**src/rtl/cory_rgb2yuv.sv**
```systemverilog
// rtl/cory_rgb2yuv.sv - two-stage RGB to YCbCr (BT.601 studio range) pipeline with valid/ready back-pressure
module cory_rgb2yuv (
    input  logic        clk,
    input  logic        reset,
    input  logic        i_a_v,
    input  logic [23:0] i_a_d,
    output logic        o_a_r,
    output logic        o_z_v,
    output logic [23:0] o_z_d,
    input  logic        i_z_r
);

    // Stage 1 state: valid flag and the three rounded multiply-accumulate sums
    logic               v1_q, v1_d;
    logic signed [17:0] y1_q, y1_d;
    logic signed [17:0] cb1_q, cb1_d;
    logic signed [17:0] cr1_q, cr1_d;

    // Stage 2 state: valid flag and the packed output pixel
    logic               v2_q, v2_d;
    logic [23:0]        z2_q, z2_d;

    logic               en1, en2;
    logic signed [17:0] r_s, g_s, b_s;

    // Shift out the fractional bits, add the component offset and saturate to a byte.
    // The shift is arithmetic so negative chroma sums floor toward minus infinity.
    function automatic logic [7:0] clamp_off(input logic signed [17:0] sum,
                                             input logic signed [17:0] off);
        logic signed [17:0] t;
        t = (sum >>> 8) + off;
        if (t < 18'sd0) begin
            clamp_off = 8'h00;
        end else if (t > 18'sd255) begin
            clamp_off = 8'hff;
        end else begin
            clamp_off = t[7:0];
        end
    endfunction

    // Stage enables: a stage may advance when it is empty or the stage after it advances
    always_comb begin
        en2   = !v2_q || i_z_r;
        en1   = !v1_q || en2;
        o_a_r = en1;
    end

    // Stage 1 next state: widen the channels and form the weighted sums with the +128 rounding term
    always_comb begin
        r_s   = $signed({10'd0, i_a_d[23:16]});
        g_s   = $signed({10'd0, i_a_d[15:8]});
        b_s   = $signed({10'd0, i_a_d[7:0]});
        v1_d  = v1_q;
        y1_d  = y1_q;
        cb1_d = cb1_q;
        cr1_d = cr1_q;
        if (en1) begin
            v1_d  = i_a_v;
            y1_d  = (18'sd66 * r_s) + (18'sd129 * g_s) + (18'sd25 * b_s) + 18'sd128;
            cb1_d = (18'sd112 * b_s) - (18'sd38 * r_s) - (18'sd74 * g_s) + 18'sd128;
            cr1_d = (18'sd112 * r_s) - (18'sd94 * g_s) - (18'sd18 * b_s) + 18'sd128;
        end
    end

    // Stage 2 next state: scale, offset, clamp and pack {Y, Cb, Cr}
    always_comb begin
        v2_d = v2_q;
        z2_d = z2_q;
        if (en2) begin
            v2_d = v1_q;
            z2_d = {clamp_off(y1_q, 18'sd16),
                    clamp_off(cb1_q, 18'sd128),
                    clamp_off(cr1_q, 18'sd128)};
        end
    end

    // Pipeline registers; reset discards every in-flight pixel and clears the data path
    always_ff @(posedge clk) begin
        if (reset) begin
            v1_q  <= 1'b0;
            y1_q  <= '0;
            cb1_q <= '0;
            cr1_q <= '0;
            v2_q  <= 1'b0;
            z2_q  <= '0;
        end else begin
            v1_q  <= v1_d;
            y1_q  <= y1_d;
            cb1_q <= cb1_d;
            cr1_q <= cr1_d;
            v2_q  <= v2_d;
            z2_q  <= z2_d;
        end
    end

    // Outputs come straight from the stage 2 flops
    always_comb begin
        o_z_v = v2_q;
        o_z_d = z2_q;
    end

endmodule

```
**config.mk**
```make
export PLATFORM = sky130hd
export DESIGN_NAME = cory_rgb2yuv
export DESIGN_NICKNAME = d
export VERILOG_FILES = /design/src/rtl/cory_rgb2yuv.sv
export SDC_FILE = /design/constraint.sdc
export NUM_CORES = 1
export LEC_CHECK = 0
export CAP_MARGIN = 5
export CORE_MARGIN = 2
export CORE_UTILIZATION = 61
export CTS_CLUSTER_DIAMETER = 40
export DETAILED_ROUTE_END_ITERATION = 8
export DONT_BUFFER_PORTS = 1
export GPL_ROUTABILITY_DRIVEN = 0
export HOLD_SLACK_MARGIN = 0.06
export PLACE_DENSITY = 0.77
export SETUP_SLACK_MARGIN = 0.05
export SLEW_MARGIN = 30
export SYNTH_ARGS = -nofsm -noshare
export SYNTH_HDL_FRONTEND = slang
export SYNTH_SLANG_ARGS = --single-unit
```
**constraint.sdc**
```tcl
create_clock -name clk -period 6.95 [get_ports clk]
set_input_delay 1.7375 -clock clk [delete_from_list [all_inputs] [get_ports clk]]
set_output_delay 1.7375 -clock clk [all_outputs]
set_load 0.01 [all_outputs]
```
==> metrics.csv, run 1 <==
metric;value;unit
initial_antenna_violation_count;0;
rsz0062_at_grt;false;
holdCritPathClass;flip-flop to flip-flop;
synthSimpleGateAreaFrac;12.0;%
remaining_drcs;0;
criticalPathCategory;input port to flip-flop;
initial_core_util;62.4;%
cts_buffers;5;
net_count_of_the_mapped_netlist;1479;
number_of_global_route_vias_before_repair;7602;
path_buf_inv;2;
max-slew-margin-rel;54.6;%
area_of_the_multi_input_gates;8230;sq um
holdBufCountCts;0;
dpl.hpwl;18500;microns
synth.cell_area;9910;sq um
worst_ep_required_time;7190;ps
r2r-start;o_z_v;
critPathSlowestCell;fa_1;
share_of_final_layout_standard_cells_stronger_than_drive_strength_1;5.63;%
main_combinational_cell_family_by_area_after_synthesis;adder cells;
synth-compound-area-share;16.5;%
cp_top_family;adder cells;
maxSlewViolCount;0;
postRouteWirelength;21700;microns
highest_signal_layer_in_the_routed_design;met4;
timing.max_cap.violations;0;
routed_length_per_instance;15.8;microns
grt_max_degree;47;
yosys.area_share.adder;45.7;%
final.fill_count;1318;
drt_pre_antenna_iters;6;
cts_tree;yes;
synth_edf_count;0;
cp_max_fo;7;
setup-tns-final;0;ps
cts_root_buf;clkbuf_16;
synth_xor_area_share;7.95;%
top_level_ports;54;
seq_area;1120;sq um
postSynthCellCount;1130;
floorplan.die_area;17300;sq um
io_buffers;0;
ctsHtreeMaxLevel;2;
synth_mux_area_share;0.303;%
clock_sinks;56;
tightestPinTransition;681;ps
cp.arrival;6900;ps
all_layer_gr_usage;25.1;%
timing.critical_path.to_type;flip-flop;
fin_worst_skew;3.08;ps
report.final.hold_viol_count;0;
clkTransAtPathRegs;60;ps
rows;46;
wl_met1;9850;microns
nNetsFinal;1503;
timing.critical_path.from;i_a_d[13];
critical-path-max-stage-delay;610;ps
synth-main-ff-cell;dfxtp_1;
global_route_wire_length_before_repair;35800;microns
floorplan.die.height;131;microns
finalSetupViolations;0;
area_growth;6.62;%
number_of_vias_after_detailed_routing;7776;
hold_wc_startpoint;cr1_q[11];
coreArea;15900;sq um
ys_seq_area_share;11.3;%
ys_seq_elements;56;
globalRouteOverflowTotal;0;
detail_route.vias_per_cell;5.67;
met2WireLength;10200;microns
metal3_wl;1010;microns
syn_area_per_cell;8.77;sq um
final.min_clock_period;6670;ps
drtIter0Drc;361;
fmax;150;MHz
die_width;131;microns
clock_insertion_delay_worst_skew;290;ps
synth.yosys.warnings;0;
ys_types;69;
clockBufferDepth;2;
ys_async_sr_fraction;0;%
antenna_cells_inserted;0;
startpoint_type;input port;
layout_worst_path_cycle_share;95.9;%
status;finished clean;
cp_cell_sequence;inv_1 -> fa_1 -> fa_1 -> fa_1 -> inv_1 -> ha_1 -> nand2_1 -> o21ai_0 -> nor2_1 -> xor2_1 -> ha_1 -> or4_1 -> a31o_4 -> xor2_1 -> ha_1 -> ha_4 -> a21oi_1 -> o21ai_0 -> a31o_2 -> a211o_1 -> nand2_1;
drt.antenna.violating_nets;0;
## worst paths after layout
check,end,slack [ps],cells after the start
setup reg to reg,cb1_q[17],4230,8
hold / removal,cr1_q[11],460,2
setup / recovery,cr1_q[16],280,21
hold reg to reg,cr1_q[11],460,2
## timing repair
item / CTS / global route
endpoints found under the hold margin: 0 / 0
buffers inserted: 0 / 2
setup endpoints to repair: 0 / 10
gates resized for setup: 0 / 15
## cell type report
class | count | area share [%]
repair buffers | 30 | 2.13
flip-flops and latches | 56 | 10.6
inverters | 152 | 5.40
well taps | 216 | 2.56
multi-input cells | 909 | 77.9
clock buffers | 8 | 1.39
## metrics by stage
stage | cell area, sq um | utilization [%] | hold WS, ps | cells | setup slack (ps)
5_1_grt | 10600 | 66.5 | 490 | 1371 | 53.1
6_report | 10600 | 66.5 | 457 | 1371 | 285
2_1_floorplan | 9920 | - | 432 | 1130 | 85.5
3_5_place_dp | 10400 | 65.2 | 452 | 1361 | -57.0
3_3_place_gp | 10400 | 65.2 | 443 | 1361 | 8.49
4_1_cts | 10500 | 66.1 | 459 | 1369 | 221
## layer usage
layer  GRT usage, %  vias to the layer above
li1               -                     3973
met1           32.1                     3576
met2           44.2                      180
met3           3.16                       47
met4           7.49                        0
met5              0                        -
## synthesized netlist by cell type, drive strengths merged (4+ instances only)
cell	number	area (sq um)
nand3	9	45.0
o211ai	10	80.1
a31oi	8	65.1
nand4	5	31.3
nand2	84	315
nand2b	8	50.1
and3	8	50.1
and2	7	43.8
o31ai	4	30.0
or2	6	37.5
nor2	51	191
a211oi	9	67.6
inv	151	567
dfxtp	56	1120
or4	4	30.0
nor3	22	110
o21a	14	105
xor2	44	385
nor4b	4	35.0
a2111oi	4	60.1
a211o	5	43.8
or3	7	43.8
nor2b	14	87.6
o31a	4	35.0
a21o	19	143
o21bai	4	30.0
a21oi	86	442
nand3b	5	37.5
ha	253	3170
a31o	5	43.8
fa	68	1360
o21ai	57	285
xnor2	46	403
clkbuf	10	37.5
## registers in the layout, indices dropped and copies added, names as in the netlist
name,count
v1_q,1
cr1_q,10
y1_q,10
cb1_q,10
o_z_v,1
o_z_d,24
## layout by cell type, fill, tap and decap left out, drive strengths merged, types with 6 or more instances in the layout
cell type	instances
nand3	9
and2	7
nand2	84
or2	6
o21ai	57
nor3	22
inv	151
dfxtp	56
fa	68
ha	253
a21o	19
or3	7
nor2b	14
o21a	14
a31oi	8
and3	8
buf	30
nor2	51
a21oi	86
o211ai	10
clkbuf	8
xnor2	46
xor2	44
nand2b	8
a211oi	9
## worst reg2reg max path, cell delays in order, from the launching register on
cell	delay [ps]
dfxtp_1	340
nor2b_2	160
buf_4	210
and2_1	190
buf_4	190
inv_1	440
nand2b_1	420
or4_1	620
nand2_1	80
## logic make-up after synthesis
logic type | Yosys count
adders and majority gates | 321
AOI/OAI and AO/OA | 251
buffers and inverters | 165
xor gates and xnor gates | 90
and+or+nand+nor | 244
muxes | 3
DFF | 56
Power of run 1 is left out: the tool's default activity adds up to more than one toggle a clock period on the data nets, which glitch-free logic cannot reach.
==> run 2, diff against run 1 <==
Settings changed: CTS_CLUSTER_DIAMETER 40 to 60, PLACE_DENSITY 0.77 to unset, PLACE_DENSITY_LB_ADDON set to 0.05, SKIP_CTS_REPAIR_TIMING set to 1.
==> run 2 against run 1 <==
Fmax down 0.64%. Die area unchanged. Via count is essentially flat. Core utilization is 0.98 points higher. Wire length rose by 0.98%. First-iteration DRC count shrank 6.6%. Count of clock-buffer cells in the layout stayed put.
==> metrics.csv, run 2 (synthesized netlist as in run 1, its figures left out) <==
metric;value;unit;change
cts_tree;yes;;
top_library_cells_by_usage_in_the_layout_fill_and_taps_aside;ha_1, inv_1, nand2_1;;
cp_max_fo;9;;+2
antenna_cells_inserted;0;;unchanged
remaining_drcs;0;;unchanged
detail_route.vias_per_cell;5.62;;-0.96%
setup-tns-final;0;ps;unchanged
nNetsFinal;1515;;+0.80%
drtIter0Drc;337;;-6.6%
die_width;131;microns;unchanged
floorplan.die_area;17300;sq um;unchanged
all_layer_gr_usage;25.8;%;+0.75 points
timing.critical_path.to_type;flip-flop;;
initial_antenna_violation_count;0;;unchanged
global_route_wire_length_before_repair;36600;microns;+2.2%
rows;46;;unchanged
drt_pre_antenna_iters;5;;-1
clockBufferDepth;2;;unchanged
fmax;149;MHz;-0.64%
timing.critical_path.from;i_a_d[18];;
worst_ep_required_time;7130;ps;-60 ps
tightestPinTransition;675;ps;-5.26 ps
share_of_final_layout_standard_cells_stronger_than_drive_strength_1;7.54;%;+1.9 points
dpl.hpwl;18900;microns;+2.1%
rsz0062_at_grt;false;;
coreArea;15900;sq um;unchanged
maxSlewViolCount;0;;unchanged
globalRouteOverflowTotal;0;;unchanged
routed_length_per_instance;15.9;microns;+0.10%
number_of_global_route_vias_before_repair;7570;;-0.42%
floorplan.die.height;131;microns;unchanged
timing.max_cap.violations;0;;unchanged
layout_worst_path_cycle_share;96.5;%;+0.62 points
drt.antenna.violating_nets;0;;unchanged
r2r-start;o_z_v;;
holdCritPathClass;flip-flop to flip-flop;;
clkTransAtPathRegs;70;ps;about the same
final.fill_count;1392;;+5.6%
startpoint_type;input port;;
finalSetupViolations;0;;unchanged
postRouteWirelength;21900;microns;+0.98%
clock_insertion_delay_worst_skew;290;ps;about the same
area_growth;8.18;%;
cts_root_buf;clkbuf_16;;
clock_sinks;56;;unchanged
cts_buffers;5;;unchanged
mostFrequentLayoutCell;ha_1;;
top_level_ports;54;;unchanged
number_of_flip_flops_in_the_largest_register;24;;unchanged
ctsHtreeMaxLevel;2;;unchanged
report.final.hold_viol_count;0;;unchanged
cp.arrival;6890;ps;about the same
grt_max_degree;47;;unchanged
final.min_clock_period;6710;ps;+43.2 ps
criticalPathCategory;input port to flip-flop;;
hold_wc_startpoint;cr1_q[9];;
number_of_vias_after_detailed_routing;7769;;-0.090%
io_buffers;0;;unchanged
initial_core_util;62.4;%;unchanged
max-slew-margin-rel;54.9;%;+0.35 points
fin_worst_skew;3.68;ps;+0.605 ps
status;finished clean;;
run 2: changes by cell type in the layout (fill, tap and decap cells not counted), moves of 2 or more:
cell / before / now
o21ai_0: 52 / 54
xnor2_1: 46 / 44
o21ai_1: 4 / 1
xnor2_2: 0 / 2
a21oi_1: 81 / 78
a21oi_2: 4 / 8
ha_1: 252 / 248
buf_4: 30 / 41
ha_4: 1 / 4
run 2: metal layers:
| metal | vias up | wire length (microns) | GRT usage, % |
|---|---|---|---|
| met3 | 39 | 1080 | 3.59 |
| li1 | 3992 | - | - |
| met1 | 3584 | 9890 | 33.2 |
| met2 | 154 | 10300 | 44.7 |
| met5 | - | 0 | 0 |
| met4 | 0 | 712 | 8.51 |
run 2: metrics by stage:
stage | instances | setup slack, ps | cell area, sq um | util (%) | hold WS [ps]
after floorplan | 1130 | 85.5 | 9920 | - | 432
after global placement | 1372 | -17.2 | 10400 | 65.7 | 448
after detailed placement | 1372 | -105 | 10400 | 65.7 | 457
after CTS | 1380 | 190 | 10600 | 66.6 | 466
after global routing | 1383 | 23.2 | 10700 | 67.5 | 491
final | 1383 | 241 | 10700 | 67.5 | 462
run 2: worst max-delay path, cell delays in order:
cell and delay [ps]:
ha_1 250, inv_1 50, fa_1 490, inv_1 40
ha_1 290, inv_1 80, o22ai_1 110, or4_4 450
buf_4 150, and3_1 140, nor3_2 220, ha_1 290
a211o_1 310, or3_1 300, o21ai_0 110, a21oi_1 90
xnor2_1 140, ha_1 280, ha_1 210, or3_1 360
o211a_1 230, or3_1 300, a32o_1 260
run 2: layout make-up:
type,instances,area (sq um),area share [%]
multi-input cells,909,8290,77.4
inverters,152,571,5.32
well taps,216,270,2.52
repair buffers,42,319,2.98
flip-flops and latches,56,1120,10.5
clock buffers,8,146,1.37
run 2: worst paths after layout:
kind	endpoint	slack [ps]	depth (start not counted)
worst max-delay path	cb1_q[15]	240	23
worst min-delay path	cr1_q[9]	460	2
worst max register to register	cb1_q[16]	4200	8
worst min register to register	cr1_q[9]	460	2
Power of run 2 is left out for the same reason.
==> run 3, diff against run 2 <==
Settings changed: REMOVE_ABC_BUFFERS set to 1.
==> run 3 against run 2 <==
Sequential cell count did not move. Count of clock-buffer cells in the layout down 1. Core utilization shrank 0.17 points. Via count down 0.86%. First-iteration DRC count fell by 4.5%.
==> metrics.csv, run 3 (synthesized netlist as in run 1, its figures left out) <==
metric;value;unit;change
maxSlewViolCount;0;;unchanged
top_library_cells_by_usage_in_the_layout_fill_and_taps_aside;ha_1, inv_1, nand2_1;;
fmax;150;MHz;+0.90%
cts_buffers;5;;unchanged
global_route_wire_length_before_repair;36600;microns;about the same
initial_antenna_violation_count;0;;unchanged
timing.critical_path.to_type;flip-flop;;
detail_route.vias_per_cell;5.57;;-0.86%
area_growth;7.92;%;
criticalPathCategory;input port to flip-flop;;
drtIter0Drc;322;;-4.5%
timing.critical_path.from;i_a_d[18];;
nNetsFinal;1515;;unchanged
number_of_global_route_vias_before_repair;7546;;-0.32%
reg2regPathDepth;8;;unchanged
clock_sinks;56;;unchanged
drt_pre_antenna_iters;5;;unchanged
globalRouteOverflowTotal;0;;unchanged
final.fill_count;1396;;+0.29%
mostFrequentLayoutCell;ha_1;;
cts_tree;yes;;
cp_max_fo;9;;unchanged
cts_root_buf;clkbuf_16;;
setup.reg_to_reg.worst_slack;3960;ps;-240 ps
final.min_clock_period;6650;ps;-59.9 ps
routed_length_per_instance;15.8;microns;-0.57%
grt_max_degree;47;;unchanged
fin_worst_skew;4.24;ps;+0.558 ps
all_layer_gr_usage;25.9;%;+0.076 points
report.final.hold_viol_count;0;;unchanged
rsz0062_at_grt;false;;
placedInstanceArea;10400;sq um;about the same
cp.arrival;6830;ps;-60 ps
placedCellCount;1374;;+0.15%
finalSetupViolations;0;;unchanged
coreArea;15900;sq um;unchanged
share_of_final_layout_standard_cells_stronger_than_drive_strength_1;6.68;%;-0.86 points
number_of_flip_flops_in_the_largest_register;24;;unchanged
clock_insertion_delay_worst_skew;290;ps;about the same
setup-tns-final;0;ps;unchanged
holdCritPathClass;flip-flop to flip-flop;;
rr_endpoint;cb1_q[16];;
rows;46;;unchanged
startpoint_type;input port;;
ctsHtreeMaxLevel;2;;unchanged
tightestPinTransition;698;ps;+22.5 ps
cp-endpoint;cb1_q[15];;
status;finished clean;;
r2r-start;o_z_v;;
clockBufferDepth;2;;unchanged
remaining_drcs;0;;unchanged
layout_worst_path_cycle_share;95.7;%;-0.86 points
place_worst_setup_slack;-98.2;ps;+7.30 ps
postRouteWirelength;21800;microns;-0.57%
timing.max_cap.violations;0;;unchanged
max-slew-margin-rel;53.4;%;-1.5 points
worst_slack;301;ps;+59.9 ps
worst_ep_required_time;7130;ps;about the same
floorplan.die.height;131;microns;unchanged
final_cell_count_no_fill;1383;;unchanged
floorplan.die_area;17300;sq um;unchanged
initial_core_util;62.4;%;unchanged
dpl.hpwl;18400;microns;-2.7%
stdcell_area;10700;sq um;-0.24%
die_width;131;microns;unchanged
antenna_cells_inserted;0;;unchanged
drt.antenna.violating_nets;0;;unchanged
clkTransAtPathRegs;70;ps;about the same
top_level_ports;54;;unchanged
io_buffers;0;;unchanged
number_of_vias_after_detailed_routing;7702;;-0.86%
-- run 3: worst max-delay path: stages --
cell and delay, ps:
ha_1 250, inv_1 50, fa_1 490, inv_1 40
ha_1 290, inv_1 70, o22ai_1 90, or4_4 460
buf_4 150, and3_1 140, nor3_2 180, ha_1 260
a211o_1 310, or3_1 330, o21ai_2 80, a21oi_1 70
xnor2_1 200, ha_1 260, ha_1 200, or3_1 360
o211a_1 230, or3_1 310, a32o_1 260
-- run 3: worst min-delay path by stage --
stage | from | endpoint | depth (start not counted)
2_1_floorplan | v1_q | o_z_v | 2
3_3_place_gp | y1_q[10] | y1_q[10] | 2
3_5_place_dp | v1_q | o_z_v | 2
4_1_cts | cr1_q[9] | cr1_q[9] | 2
5_1_grt | y1_q[11] | y1_q[11] | 2
6_report | cr1_q[11] | cr1_q[11] | 2
-- run 3: cell type report --
class                   count  area, sq um  share of cell area (%)
clock buffers               7          153                    1.43
repair buffers             42          315                    2.95
multi-input cells         909         8240                    77.0
well taps                 216          270                    2.53
inverters                 152          571                    5.33
clock inverters             1         30.0                   0.281
flip-flops and latches     56         1120                    10.5
-- run 3: per-stage QoR --
step | hold WS (ps) | utilization, %
global placement | 449 | 65.7
global route | 490 | 67.3
floorplan | 432 | -
CTS | 467 | 66.9
finish | 461 | 67.3
detailed placement | 450 | 65.7
-- run 3: per-layer routing --
metal	routed length, microns	global-route usage (%)
met1	10100	34.4
met2	10400	44.6
met3	961	4.09
met4	334	5.50
met5	0	0
Power of run 3 is left out for the same reason.
==> patch: new RTL, settings of run 2 <==
Take the reset off `y1_q` and load it in a clocked block of its own.
--- a/src/rtl/cory_rgb2yuv.sv
+++ b/src/rtl/cory_rgb2yuv.sv
@@ -78,19 +78,21 @@
     always_ff @(posedge clk) begin
         if (reset) begin
             v1_q  <= 1'b0;
-            y1_q  <= '0;
             cb1_q <= '0;
             cr1_q <= '0;
             v2_q  <= 1'b0;
             z2_q  <= '0;
         end else begin
             v1_q  <= v1_d;
-            y1_q  <= y1_d;
             cb1_q <= cb1_d;
             cr1_q <= cr1_d;
             v2_q  <= v2_d;
             z2_q  <= z2_d;
         end
+    end
+
+    always_ff @(posedge clk) begin
+        y1_q <= y1_d;
     end
 
     // Outputs come straight from the stage 2 flops
Function: changed (Yosys sat finds a counterexample within 4 cycles, from zero or initial values and one cycle with reset high).
==> patch against run 2 <==
  * Wire length is 5.6% lower
  * Global-route usage is 0.49 points lower
  * Sequential share of layout area is 1.2 points higher
  * Die area is 1.9% lower
  * Clock skew hardly changed
  * Synthesized area is 2.0% lower
  * Sequential cell count stayed put
  * Cell count is 3.0% lower
  * Highest routed layer unchanged
  * Cell area is 2.4% lower
  * Critical path type unchanged
  * Register-to-register slack better by 0.45 ns
  * Worst setup slack better by 0.095 ns
  * Utilization is 0.87 points lower
Power is not shown: default switching activity piles up to over one toggle a cycle in this logic, so the estimate is an artifact.
==> patch: results (changes against run 2) <==
| Metric | Value |
|---|---|
| Register area share after synthesis | `12.6% (was 11.3%)` |
| Worst stage delay on the critical path | `0.54 ns (was 0.49 ns)` |
| Worst-Margin Slew | `0.780 ns (was 0.675 ns)` |
| Layout cells sized above 1 | `6.84% (was 7.54%)` |
| H-Tree Depth | `2 (unchanged)` |
| Worst-path maximum fanout | `8 (was 9)` |
| Nets | `1473 (was 1515)` |
| Cell family with most CP delay | `adder cells (unchanged)` |
| Vias in the first global route | `6940 (was 7570)` |
| Vias/cell | `5.48 (was 5.62)` |
| Cell Area, Placed | `10200 µm² (was 10400 µm²)` |
| First-pass GRT wire length | `33600 µm (was 36600 µm)` |
| Number of synthesized flops with an enable pin | `10 (was 0)` |
| Largest net degree at the start of global routing | `50 (was 47)` |
| Synth top area cells | `ha_1, fa_1, dfxtp_1, inv_1, xnor2_1 (was ha_1, fa_1, dfxtp_1, inv_1, a21oi_1)` |
| Most frequent cells after synthesis | `ha_1, inv_1, a21oi_1, nand2_1, fa_1 (was ha_1, inv_1, nand2_1, a21oi_1, fa_1)` |
| Net count after synthesis | `1439 (was 1479)` |
| Total Wirelength | `20700 µm (was 21900 µm)` |
| CP max-delay cell | `fa_1 (unchanged)` |
| Max FFs per register | `24 (unchanged)` |
| Drt pass-1 iters | `4 (was 5)` |
| Placed insts | `1332 (was 1372)` |
| Drt initial violations | `361 (was 337)` |
| FFs w/ async S/R, synth | `0% (unchanged)` |
| CP arrival | `6.84 ns (was 6.89 ns)` |
| Cell variety after synth | `60 (was 69)` |
| Worst setup slack after placement | `-0.195 ns (was -0.105 ns)` |
| Dpl hpwl | `17200 µm (was 18900 µm)` |
| CTS Buf Count | `5 (unchanged)` |
| Wire per inst | `15.4 µm (was 15.9 µm)` |
| Worst min path class | `reg -> reg (unchanged)` |
| Initial antenna violation count | `0 (unchanged)` |
| Post-Synthesis Cells | `1090 (was 1130)` |
| All-layer global routing usage | `25.4% (was 25.8%)` |
| Status | `finished, final reports clean (unchanged)` |
| Clock skew | `0.00387 ns (was 0.00368 ns)` |
[patch: changes by cell type in the layout (fill, tap and decap cells not counted), sizes merged, moves of 6 or more]
cell           run 2  this run
and3               8         1
dfxtp             56        46
edfxtp             0        10
inv              151       158
nand2             84        75
nand2b             8        14
nor3              22        13
xnor2             46        54
xor2              44        31
[patch: layout make-up]
| cell class | instances | area (µm²) |
|---|---|---|
| Sequential cell | 56 | 1220 |
| Timing Repair Buffer | 39 | 293 |
| Clock inverter | 2 | 10.0 |
| Inverter | 158 | 593 |
| Fill cell | 1346 | 5250 |
| Clock buffer | 6 | 139 |
| Multi-Input combinational cell | 864 | 7940 |
| Tap cell | 216 | 270 |
[patch: final timing paths]
| check | startpoint | endpoint | slack, ns | cells after the start |
|---|---|---|---|---|
| worst max-delay path | i_a_d[12] | cr1_q[14] | 0.34 | 25 |
| worst min-delay path | cr1_q[8] | cr1_q[8] | 0.46 | 2 |
| worst max register to register | o_z_v | cb1_q[14] | 4.65 | 7 |
| worst min register to register | cr1_q[8] | cr1_q[8] | 0.46 | 2 |
[patch: logic make-up (layout without fill, tap and decap cells)]
family,count (synthesis),after routing,synth area share (%)
AO/OA/AOI/OAI,245,245,15.8
XOR/XNOR,85,85,7.67
adder cells (fa/ha/maj),321,321,46.6
buffers and inverters,170,205,6.57
flip-flops,56,56,12.6
multiplexers,4,4,0.412
AND/OR/NAND/NOR,209,209,10.3
[patch: stage by stage]
step | util, % | hold slack, ns
after detailed placement | 65.1 | 0.451
after global routing | 66.6 | 0.486
after CTS | 66.0 | 0.458
final | 66.6 | 0.455
after floorplan | - | 0.432
after global placement | 65.1 | 0.447
[patch: routing by layer]
layer	vias up	track usage, %	part of all wire, %
met1	3375	33.7	48
met2	118	43.9	47
met5	-	0	0
met3	20	3.12	3.7
li1	3841	-	-
met4	0	6.58	2.0
